`config.mk`:
```
export PLATFORM = sky130hd
export DESIGN_NAME = keypad_scanner
export DESIGN_NICKNAME = d
export VERILOG_FILES = /design/src/rtl/keypad_scanner.sv
export SDC_FILE = /design/constraint.sdc
export NUM_CORES = 1
export LEC_CHECK = 0
export BUFFER_PORTS_ARGS = -buffer_cell sky130_fd_sc_hd__clkbuf_2
export CAP_MARGIN = 30
export CORE_ASPECT_RATIO = 1.5
export CORE_MARGIN = 2
export CORE_UTILIZATION = 55
export DETAILED_ROUTE_END_ITERATION = 8
export PLACE_DENSITY = 0.79
export SYNTH_ARGS = -nofsm -noshare
export SYNTH_HDL_FRONTEND = slang
export SYNTH_SLANG_ARGS = --single-unit
```
`constraint.sdc`:
```
create_clock -name clk -period 5 [get_ports clk]
set_input_delay 0.25 -clock clk [delete_from_list [all_inputs] [get_ports clk]]
set_output_delay 0.25 -clock clk [all_outputs]
set_load 0.01 [all_outputs]
```
`src/rtl/keypad_scanner.sv`:
```
// 4x4 active-low matrix keypad scanner: row strobing, 2-FF column sync, per-key scan debounce
// and a serialiser that turns debounced press edges into one-hot single-cycle pulses.
module keypad_scanner #(
   parameter int SCAN_DIV       = 5000,
   parameter int DEBOUNCE_SCANS = 4
) (
   input  logic        clk,
   input  logic        rst,
   input  logic [3:0]  col_in,
   output logic [3:0]  row_out,
   output logic [15:0] key_state,
   output logic [15:0] key_pulse
);

   localparam int DIV_W = (SCAN_DIV > 1) ? $clog2(SCAN_DIV) : 1;
   localparam int CNT_W = $clog2(DEBOUNCE_SCANS + 1);
   localparam logic [DIV_W-1:0] DIV_LAST = DIV_W'(SCAN_DIV - 1);
   localparam logic [CNT_W-1:0] CNT_LAST = CNT_W'(DEBOUNCE_SCANS - 1);

   logic [1:0]             rst_sync_reg;
   logic                   rst_int;
   logic [3:0]             col_meta_reg;
   logic [3:0]             col_sync_reg;
   logic [DIV_W-1:0]       div_reg;
   logic [1:0]             row_reg;
   logic [15:0]            raw_reg;
   logic [15:0]            raw_next;
   logic [15:0][CNT_W-1:0] cnt_reg;
   logic [15:0][CNT_W-1:0] cnt_next;
   logic [15:0]            key_state_reg;
   logic [15:0]            key_state_next;
   logic [15:0]            pending_reg;
   logic [15:0]            pending_next;
   logic [15:0]            key_pulse_reg;
   logic [15:0]            served;
   logic [15:0]            rise;
   logic                   sample;
   logic                   scan_done;

   // Reset asserts immediately but is released only after two clean clock edges.
   always_ff @(posedge clk or posedge rst) begin
      if (rst) begin
         rst_sync_reg <= 2'b11;
      end else begin
         rst_sync_reg <= {rst_sync_reg[0], 1'b0};
      end
   end

   assign rst_int   = rst_sync_reg[1];
   assign sample    = (div_reg == DIV_LAST);
   assign scan_done = sample && (row_reg == 2'd3);
   assign row_out   = ~(4'b0001 << row_reg);

   // Debounce sees the freshly sampled row 3 through raw_next, so every scan is complete.
   generate
      for (genvar gi = 0; gi < 16; gi++) begin : g_key
         logic mismatch;
         logic hit;

         assign raw_next[gi] = (sample && (row_reg == 2'(gi / 4))) ? ~col_sync_reg[gi % 4]
                                                                    : raw_reg[gi];
         assign mismatch = (raw_next[gi] != key_state_reg[gi]);
         assign hit      = mismatch && (cnt_reg[gi] == CNT_LAST);

         assign cnt_next[gi] = !scan_done             ? cnt_reg[gi] :
                               (!mismatch || hit)     ? '0 :
                                                        cnt_reg[gi] + CNT_W'(1);
         assign key_state_next[gi] = (scan_done && hit) ? raw_next[gi] : key_state_reg[gi];
      end
   endgenerate

   assign rise         = key_state_next & ~key_state_reg;
   assign served       = pending_reg & (~pending_reg + 16'd1);
   assign pending_next = (pending_reg & ~served) | rise;

   always_ff @(posedge clk or posedge rst_int) begin
      if (rst_int) begin
         col_meta_reg  <= 4'b1111;
         col_sync_reg  <= 4'b1111;
         div_reg       <= '0;
         row_reg       <= 2'd0;
         raw_reg       <= '0;
         cnt_reg       <= '0;
         key_state_reg <= '0;
         pending_reg   <= '0;
         key_pulse_reg <= '0;
      end else begin
         col_meta_reg  <= col_in;
         col_sync_reg  <= col_meta_reg;
         div_reg       <= sample ? '0 : div_reg + DIV_W'(1);
         if (sample) begin
            row_reg <= row_reg + 2'd1;
         end
         raw_reg       <= raw_next;
         cnt_reg       <= cnt_next;
         key_state_reg <= key_state_next;
         pending_reg   <= pending_next;
         key_pulse_reg <= served;
      end
   end

   assign key_state = key_state_reg;
   assign key_pulse = key_pulse_reg;

endmodule

```
==> impl_metrics.ini <==
[power]
finalPower_mw = 2.35
ir_drop_mv = 0.248
cellPowerDensity_nw_per_um2 = 323
power.leakage_nw = 3.77

[timing]
hold_violations = 0
grt_setup_unrepaired = false
relSlewSlack_pct = 33.6
finalClockSkew_ps = 10.8
tns_ps = 0
final_max_slew_viol_count = 0
fmax_ghz = 0.368
period_needed_ps = 2720
fin_ws_ps = 2280
timing.final.crit_share_pct = 54.4
tightest_slew_ps = 996
hold_slack_ps = 123
setup_viol = 0

[route]
drt_iter0_drc = 234
ant_nets = 0
drt_wl_total_mm = 12.7
vias_per_cell = 5.53
drc = 0
vias = 4449
avgRoutedWirePerCell_um = 15.8
dr.pass1.iters = 6

[setup_path]
r2r_start = div_reg[3]
cp.arrival_ps = 3030
crit_type = reg2reg
crit_fanout = 52
worst_setup_path_start_kind = flop
crit_path_end_kind = flop
required_ps = 5320
crit_path_start = div_reg[3]

[synthesis]
synth_largest_area_cell = dfrtp_1
ys_top_cells_by_area = dfrtp_1 (49%), ha_1 (7.3%), nand2_1 (4.7%)
synth_ff_type = dfrtp_1
postSynthCellCount = 592
synth.most_common_cell = dfrtp_1
synth-seq-area-share_pct = 52.8
synthArstFlopShare_pct = 100
syn_nets = 635
synth_edf_count = 0
syn_area_um2 = 6330
ys_warn_count = 0
synth.distinct_cells = 51
yosys-top-cells-count = dfrtp_1 (123), nand2_1 (79), inv_1 (49)
netlist.area_leader.share_pct = 48.6
syn_area_per_cell_um2 = 10.7
ys_ff_latch = 133

[clock_tree]
htreeDepth = 4
cts_sinks = 133
tritoncts = done
cts_buffers = 17
clk_pin_slew_worst_paths_ps = 60
cts_setup_buffers = 0
max-clock-path-buffers = 2
insertion_delay_ps = 410
cts_root_buf = clkbuf_16

[floorplanning]
dieWidth_um = 91.6
core_um2 = 11400
dieArea_um2 = 12400
std_cell_rows = 48
fp.dieH_um = 135
initial_core_util_pct = 55.8
io_pins = 42

[layout]
largest_reg_flops = 48
diodes = 0
area_growth_pct = 15.0
fillerInstances = 860
final_core_util_pct = 64.1
drive_gt1_share_pct = 16.1
fin_nets = 684

[grt]
grt_max_degree = 80
antenna_found_initial = 0
track_usage_pct = 21.9
grt_pass1_wl_mm = 21.3
grt_pass1_vias = 4556
grt_overflow = 0

[status]
status = finished, final reports clean

[placed_design]
dpl_worst_slack_ps = 2300
hpwlAfterDp_mm = 8.53
gp_congestion = 0.847
numPortBuffers = 41

[worst_hold_path]
holdCritPathClass = reg2async

[flow_run]
cap_violations = 0
[cell usage in the layout (no fill, tap or decap), types with 3 or more instances in the layout]
| master | Yosys | layout |
|---|---|---|
| and4_1 | 5 | 4 |
| and2_1 | 7 | 7 |
| ha_1 | 37 | 37 |
| or3_1 | 4 | 4 |
| inv_1 | 49 | 48 |
| dfrtp_1 | 123 | 123 |
| clkinv_2 | 0 | 3 |
| a21oi_1 | 13 | 13 |
| xor2_1 | 18 | 18 |
| nor3b_1 | 4 | 4 |
| and3_1 | 4 | 4 |
| nand2b_1 | 12 | 12 |
| nand2_1 | 79 | 79 |
| mux2_2 | 4 | 4 |
| a32o_1 | 4 | 4 |
| nand3_1 | 3 | 3 |
| mux2i_1 | 23 | 23 |
| o21bai_1 | 4 | 4 |
| xnor2_1 | 17 | 17 |
| dlygate4sd3_1 | 0 | 5 |
| buf_4 | 1 | 5 |
| clkinvlp_4 | 0 | 5 |
| clkbuf_2 | 0 | 41 |
| o31ai_1 | 27 | 27 |
| o21ai_0 | 33 | 33 |
| nand4_1 | 4 | 4 |
| dfstp_2 | 10 | 10 |
| nor2_1 | 40 | 40 |
| a21o_1 | 5 | 5 |
| clkbuf_16 | 0 | 17 |
| a31oi_1 | 11 | 11 |
| nor3_1 | 8 | 8 |
[critical path, stage by stage (launching register included)]
cell	delay, ps
dfrtp_1	450
nor4_4	500
and4_2	970
buf_4	390
nand2_1	100
o21ai_0	180
[metrics by stage]
stage | area, µm² | cells
6_report | 7280 | 804
5_1_grt | 7280 | 804
2_1_floorplan | 6330 | 592
3_5_place_dp | 6610 | 766
4_1_cts | 7250 | 803
3_3_place_gp | 6610 | 766
[timing repair]
action	in CTS	in global routing
resized for setup	0	0
hold buffers	5	0
endpoints found under the hold margin	6	0
[metal layers]
layer,wire length [µm],vias up,track usage [%]
li1,-,2111,-
met5,0,-,0
met1,5020,2212,24.1
met3,435,33,4.84
met2,6870,93,39.2
met4,413,0,11.7
[power by group]
part | switching (mW) | internal [mW] | total (mW) | leakage [nW]
registers | 0.00605 | 1.08 | 1.09 | 1.81
clock network | 0.461 | 0.758 | 1.22 | 0.274
logic | 0.0296 | 0.0115 | 0.0410 | 1.68
total | 0.497 | 1.85 | 2.35 | 3.77
[final timing paths]
kind	end	slack (ps)	cells past startpoint
setup / recovery	cnt_reg[22]	2280	5
hold / removal	cnt_reg[44]	120	1
setup reg to reg	cnt_reg[22]	2280	5
hold reg to reg	cnt_reg[44]	120	1
max in group asynchronous	key_state[11]	3610	3
min in group clk	col_sync_reg[2]	350	0
[cell type report]
type,count,area (µm²),share of cell area [%]
Timing Repair Buffer,52,320,4.40
Multi-Input combinational cell,388,2660,36.5
Sequential cell,133,3340,45.9
Tap cell,150,188,2.58
Clock buffer,20,457,6.27
Clock inverter,12,130,1.79
Inverter,49,186,2.56
[cells by family after synthesis]
group | share of synthesized area, %
multiplexers | 4.59
other | 0.0592
adder cells (fa/ha/maj) | 7.31
buffers and inverters | 5.28
flip-flops | 52.8
AND/OR/NAND/NOR | 14.9
XOR/XNOR | 4.84
AO/OA/AOI/OAI | 10.2
Power figures use the tool's default switching activity.
